File: config.mk
export PLATFORM = sky130hd
export DESIGN_NAME = urand_gen_flat
export DESIGN_NICKNAME = d
export VERILOG_FILES = /design/src/rtl/urand_gen_if.sv /design/src/rtl/urand_gen.sv /design/src/flat_wrapper.sv
export SDC_FILE = /design/constraint.sdc
export NUM_CORES = 1
export LEC_CHECK = 0
export BUFFER_PORTS_ARGS = -buffer_cell sky130_fd_sc_hd__buf_4
export CAP_MARGIN = 20
export CELL_PAD_IN_SITES_DETAIL_PLACEMENT = 1
export CELL_PAD_IN_SITES_GLOBAL_PLACEMENT = 1
export CORE_UTILIZATION = 45
export CTS_BUF_LIST = sky130_fd_sc_hd__clkbuf_16
export CTS_CLUSTER_DIAMETER = 150
export DETAILED_ROUTE_END_ITERATION = 16
export GPL_TIMING_DRIVEN = 0
export PLACE_DENSITY_LB_ADDON = 0.1
export SYNTH_ARGS = -nofsm -noshare
export SYNTH_HDL_FRONTEND = slang
export SYNTH_SLANG_ARGS = --single-unit
File: constraint.sdc
create_clock -name clk -period 5.64 [get_ports clk]
set_input_delay 0 -clock clk [delete_from_list [all_inputs] [get_ports clk]]
set_output_delay 0 -clock clk [all_outputs]
set_load 0.03 [all_outputs]
File: src/rtl/urand_gen_if.sv
// ============================================================================
// urand_gen_if : request/seed/sample bundle for the urand_gen generator.
// Revision 1.0 | optional sample_cnt present under URAND_GEN_CNT_EN
// ============================================================================
`default_nettype none

interface urand_gen_if;
  logic        enable;
  logic        seed_load;
  logic [63:0] seed1;
  logic [63:0] seed2;
  logic        pushout;
  logic [63:0] U1;
  logic [63:0] U2;
`ifdef URAND_GEN_CNT_EN
  logic [31:0] sample_cnt;
`endif

  modport master (
    output enable, seed_load, seed1, seed2,
    input  pushout, U1, U2
`ifdef URAND_GEN_CNT_EN
    , input sample_cnt
`endif
  );

  modport slave (
    input  enable, seed_load, seed1, seed2,
    output pushout, U1, U2
`ifdef URAND_GEN_CNT_EN
    , output sample_cnt
`endif
  );
endinterface

`default_nettype wire

File: src/rtl/urand_gen.sv
// ============================================================================
// urand_gen : two xorshift64 generators feeding a 2-stage int-to-double path.
// Revision 1.0 | macro URAND_GEN_CNT_EN adds the 32-bit sample_cnt output
// ============================================================================
`default_nettype none

module urand_gen #(
  parameter logic [63:0] DEFAULT_SEED1 = 64'h9E3779B97F4A7C15,
  parameter logic [63:0] DEFAULT_SEED2 = 64'hD1B54A32D192ED03
) (
  input  logic        clk,
  input  logic        rst,
  urand_gen_if.slave  bus
);

  function automatic logic [63:0] xs64(input logic [63:0] x);
    logic [63:0] t;
    t = x ^ (x << 13);
    t = t ^ (t >> 7);
    t = t ^ (t << 17);
    return t;
  endfunction

  // The leading one becomes the implicit bit; everything below it is the fraction.
  function automatic logic [63:0] to_double(input logic [63:0] r);
    logic [6:0]  lz;
    logic [63:0] frac;
    lz = 7'd0;
    for (int i = 0; i < 64; i++) begin
      if (r[i]) lz = 7'(63 - i);
    end
    frac = r << (lz + 7'd1);
    return {1'b0, 11'd1022 - {4'd0, lz}, frac[63:12]};
  endfunction

  logic [63:0] r_x1, r_x2;
  logic [63:0] r_r1, r_r2;
  logic        r_v1;
  logic        r_pushout;
  logic [63:0] r_u1, r_u2;
`ifdef URAND_GEN_CNT_EN
  logic [31:0] r_cnt;
`endif

  logic [63:0] w_nx1, w_nx2;
  logic [63:0] w_u1, w_u2;
  logic        w_emit;

  assign w_nx1  = xs64(r_x1);
  assign w_nx2  = xs64(r_x2);
  assign w_u1   = to_double(r_r1);
  assign w_u2   = to_double(r_r2);
  assign w_emit = r_v1 && (r_r1 != 64'd0) && (r_r2 != 64'd0);

  always_ff @(posedge clk) begin
    if (!rst) begin
      r_x1      <= DEFAULT_SEED1;
      r_x2      <= DEFAULT_SEED2;
      r_r1      <= 64'd0;
      r_r2      <= 64'd0;
      r_v1      <= 1'b0;
      r_pushout <= 1'b0;
      r_u1      <= 64'd0;
      r_u2      <= 64'd0;
`ifdef URAND_GEN_CNT_EN
      r_cnt     <= 32'd0;
`endif
    end else if (bus.seed_load) begin
      // A zero seed would lock xorshift at zero forever, so substitute the default.
      r_x1      <= (bus.seed1 == 64'd0) ? DEFAULT_SEED1 : bus.seed1;
      r_x2      <= (bus.seed2 == 64'd0) ? DEFAULT_SEED2 : bus.seed2;
      r_v1      <= 1'b0;
      r_pushout <= 1'b0;
`ifdef URAND_GEN_CNT_EN
      r_cnt     <= 32'd0;
`endif
    end else begin
      if (bus.enable) begin
        r_x1 <= w_nx1;
        r_x2 <= w_nx2;
        r_r1 <= w_nx1;
        r_r2 <= w_nx2;
        r_v1 <= 1'b1;
      end else begin
        r_v1 <= 1'b0;
      end

      if (w_emit) begin
        r_u1      <= w_u1;
        r_u2      <= w_u2;
        r_pushout <= 1'b1;
`ifdef URAND_GEN_CNT_EN
        r_cnt     <= r_cnt + 32'd1;
`endif
      end else begin
        r_pushout <= 1'b0;
      end
    end
  end

  assign bus.pushout = r_pushout;
  assign bus.U1      = r_u1;
  assign bus.U2      = r_u2;
`ifdef URAND_GEN_CNT_EN
  assign bus.sample_cnt = r_cnt;
`endif

endmodule

`default_nettype wire

File: src/flat_wrapper.sv
// flat-port wrapper written by rule: the top's interface ports become plain ports
module urand_gen_flat 
#(
  parameter logic [63:0] DEFAULT_SEED1 = 64'h9E3779B97F4A7C15,
  parameter logic [63:0] DEFAULT_SEED2 = 64'hD1B54A32D192ED03
)
  (clk, rst, bus_enable, bus_seed_load, bus_seed1, bus_seed2, bus_pushout, bus_U1, bus_U2);
  urand_gen_if bus_i ();
  input  logic clk;
  input  logic rst;
  input wire logic [$bits(bus_i.enable)-1:0] bus_enable;
  input wire logic [$bits(bus_i.seed_load)-1:0] bus_seed_load;
  input wire logic [$bits(bus_i.seed1)-1:0] bus_seed1;
  input wire logic [$bits(bus_i.seed2)-1:0] bus_seed2;
  output wire logic [$bits(bus_i.pushout)-1:0] bus_pushout;
  output wire logic [$bits(bus_i.U1)-1:0] bus_U1;
  output wire logic [$bits(bus_i.U2)-1:0] bus_U2;
  assign bus_i.enable = bus_enable;
  assign bus_i.seed_load = bus_seed_load;
  assign bus_i.seed1 = bus_seed1;
  assign bus_i.seed2 = bus_seed2;
  assign bus_pushout = bus_i.pushout;
  assign bus_U1 = bus_i.U1;
  assign bus_U2 = bus_i.U2;
  urand_gen #(.DEFAULT_SEED1(DEFAULT_SEED1), .DEFAULT_SEED2(DEFAULT_SEED2)) u_core (.clk(clk), .rst(rst), .bus(bus_i));
endmodule
==> impl_metrics.csv <==
group,metric,value,unit
run_status,status,"finished, final reports clean",
placement,post-dp-hpwl,101,mm
floorplan,die_h,251,um
cts,path_clk_slew,0.06,ns
cells_and_area,num-nets-final,4163,
synthesis,synth_warnings,0,
setup_path,worstPathMaxFanout,11,
synthesis,synthCells,3586,
cells_and_area,multi_input_area,19100,um^2
synthesis,syn_area_per_cell,7.77,um^2
cells_and_area,nFillCells,7523,
setup_path,cp-end-kind,"flop",
grt,overflow,0,
sta,hold_slack,0.0697,ns
sta,tightestPinTransition,1.18,ns
sta,fin_crit,5.51,ns
placement,place_congestion,1.01,
cells_and_area,regArea,7550,um^2
cells_and_area,final_util,55.6,%
grt,grt_max_degree,17,
power_and_ir_drop,power_density,534,nW/um^2
sta,hold_viol,0,
detailed_routing,via_per_inst,6.37,
power_and_ir_drop,ir_drop,302,uV
grt,grt_antenna_before_repair,8,
synthesis,yosysUniqueCellTypes,90,
cts,clockRootBuffer,"clkbuf_16",
detailed_routing,postRouteAntennaNets,0,
grt,grt_pass1_wl,202,mm
floorplan,pin_count,261,
cts,cts_max_level,2,
detailed_routing,drt_iter0_drc,3025,
cells_and_area,drive_gt1_share,14.3,%
synthesis,synth.largest_area_cell,"dfxtp_1",
synthesis,ys_seq_elements,377,
cts,numCtsBuffers,43,
synthesis,seq_area_frac_synth,27.1,%
cells_and_area,area_growth,21.2,%
job,maxCapViolCount,0,
detailed_routing,wirelength,136,mm
sta,fin_crit_sh,97.7,%
floorplan,start_util,45.8,%
sta,slew_violations,0,
synthesis,synth_area,27900,um^2
setup_path,worstPathRequired,6.07,ns
min_path,whs_endpoint,"u_core.r_x1[5]",
setup_path,crit_type,"reg2reg",
setup_path,reg2reg_from,"u_core.r_r1[63]",
floorplan,die_area,62900,um^2
sta,rsz0062_at_grt,"no",
setup_path,arrival,5.94,ns
cts,clk_latency,0.61,ns
synthesis,postSynth.asyncResetShare,0,%
synthesis,synth.area.top_cells,"dfxtp_1 27%, xnor2_1 10%, mux2i_1 9.7%, nand2_1 5.8%, nor2_1 5.7%",
sta,finClkSkew,0.0241,ns
detailed_routing,drc,0,
setup_path,critPathLaunchType,"flop",
sta,final-setup-viol-count,0,
synthesis,synth_edf_count,0,
placement,io_buffers,254,
floorplan,core,60800,um^2
setup_path,reg2reg_to,"u_core.bus.U1[33]",
min_path,hold_path.class,"in2reg",
min_path,min-delay-start,"bus_seed_load",
detailed_routing,vias,30888,
sta,relSlewSlack,21.6,%
synthesis,synthFlopType,"dfxtp_1",
sta,fmax,181,MHz
cts,cts.sinks,377,
synthesis,synth_top_area_share,27.1,%
grt,grt.total_usage,41.8,%
min_path,whs_path_depth,3,
floorplan,fp-row-count,90,
cts,ctsLongestPathBuffers,3,
power_and_ir_drop,p_leak,13.0,nW
setup_path,r2r.worst_path.cells,23,
detailed_routing,drtPass1Iterations,6,
setup_path,r2r_slack,0.13,ns
grt,grt_pass1_vias,31447,
floorplan,die_w,251,um
detailed_routing,drt-wirelength-per-cell,28.0,um
cts,tritoncts,"built",
## final cells by class
type                    instances  area share, %
multi-input cells            2864           56.6
flip-flops and latches        377           22.4
repair buffers                399           9.82
plain buffers                 300           3.96
clock buffers                  43           3.18
well taps                     782           2.90
clock inverters                34          0.615
inverters                      43          0.493
diodes                          5         0.0370
## critical path: stages, from the launching register on
cell      delay, ns
dfxtp_1        0.31
buf_4          0.19
nor2b_4        0.07
or3_1          0.34
or4_4          0.56
o211ai_4       0.24
o21a_1         0.15
buf_4          0.19
inv_2          0.12
buf_6          0.18
buf_4          0.20
ha_1           0.26
buf_2          0.21
nand2_1        0.12
a21oi_4        0.04
buf_4          0.19
nor2_4         0.18
clkbuf_2       0.30
mux2i_1        0.26
mux2i_1        0.18
mux2i_2        0.39
o22ai_1        0.14
a21oi_1        0.35
a211oi_1       0.14
## state kept, by name, summed over array words and instances, names as in the netlist
signal,cells
u_core.r_x2,64
u_core.r_r2,64
u_core.bus.U1,60
u_core.r_v1,1
u_core.r_x1,64
u_core.bus.U2,59
u_core.bus.pushout,1
u_core.r_r1,64
## layout by cell type, fill, tap and decap left out, drive strengths merged, types with 10 or more instances in the layout
master	netlist	layout
a211oi	165	165
a21oi	289	289
a22oi	29	29
a31oi	27	27
and2	17	17
and3	11	11
buf	85	353
clkbuf	221	261
clkinv	3	21
dfxtp	377	377
dlygate4sd3	0	128
inv	40	54
mux2	82	82
mux2i	272	272
mux4	23	23
nand2	433	433
nand2b	16	16
nand3	39	39
nand4	20	20
nor2	431	432
nor2b	26	26
nor3	45	45
nor4	73	73
o211ai	42	42
o21a	10	10
o21ai	128	128
o221ai	16	16
o22ai	73	73
o31ai	10	10
or3	10	10
or4	16	16
xnor2	322	322
xor2	110	110
## metal layers
layer | global-route usage (%) | vias up | routed length, um
li1 | - | 13684 | -
met1 | 53.5 | 15009 | 56400
met2 | 66.7 | 1700 | 60500
met3 | 6.79 | 491 | 10300
met4 | 24.3 | 4 | 8610
met5 | 0 | - | 27
## worst max-delay path by stage
stage | start | to | slack (ns) | depth (start not counted)
after floorplan | u_core.r_r1[0] | u_core.bus.U1[40] | 0.81 | 24
after global placement | u_core.r_r1[57] | u_core.bus.U1[51] | -0.95 | 15
after detailed placement | u_core.r_r1[0] | u_core.bus.U1[51] | -0.75 | 24
after CTS | u_core.r_r1[62] | u_core.bus.U1[40] | 0.02 | 21
after global routing | u_core.r_r1[3] | u_core.bus.U1[32] | 0.007 | 20
final | u_core.r_r1[63] | u_core.bus.U1[33] | 0.13 | 23
## through the flow
step | setup TNS [ns] | cell area (um^2) | instances | total power, mW | setup slack, ns
finish | 0 | 33800 | 4847 | 18.0 | 0.129
detailed placement | -31.63 | 30800 | 4628 | 14.4 | -0.752
floorplan | 0 | 27900 | 3589 | 10.8 | 0.814
global placement | -31.90 | 30800 | 4625 | 14.3 | -0.949
global route | 0 | 33800 | 4847 | 18.6 | 0.00661
CTS | 0 | 33500 | 4829 | 17.2 | 0.0176
## power breakdown
part | internal [mW] | switching (mW)
registers | 2.95 | 0.379
clock network | 1.44 | 1.27
logic | 4.27 | 7.73
total | 8.66 | 9.38
## timing repair
item	in CTS	in global routing
setup buffers	1	11
hold buffers	128	0
pin swaps	0	2
endpoints found under the setup margin	99	90
gates resized for setup	34	75
endpoints found under the hold margin	128	0
cloned	0	1
## cells by family (layout without fill, tap and decap cells)
logic type / after synthesis / in the layout / synth area share (%)
compound gates: 896 / 896 / 20.7
xor+xnor: 433 / 433 / 13.8
buf+inv: 349 / 819 / 5.26
fa+ha+maj: 3 / 3 / 0.135
other cells: 1 / 9 / 0.0135
simple gates: 1150 / 1151 / 18.1
mux: 377 / 377 / 15.0
flops: 377 / 377 / 27.1
## Yosys cell counts (10+ instances only)
library cell / instances
a211oi_1: 164
a21oi_1: 289
a22oi_1: 29
a31oi_1: 26
and2_1: 16
and3_1: 11
buf_1: 32
buf_2: 28
buf_4: 19
clkbuf_1: 221
dfxtp_1: 377
inv_1: 37
mux2_1: 11
mux2_2: 71
mux2i_1: 271
mux4_2: 23
nand2_1: 430
nand2b_1: 16
nand3_1: 39
nand4_1: 20
nor2_1: 426
nor2b_1: 25
nor3_1: 45
nor4_1: 69
o211ai_1: 40
o21a_1: 10
o21ai_0: 114
o21ai_1: 14
o221ai_1: 16
o22ai_1: 73
or3_1: 10
or4_1: 15
xnor2_1: 319
xor2_1: 109
Note: power is estimated with default switching activity, not from simulation.
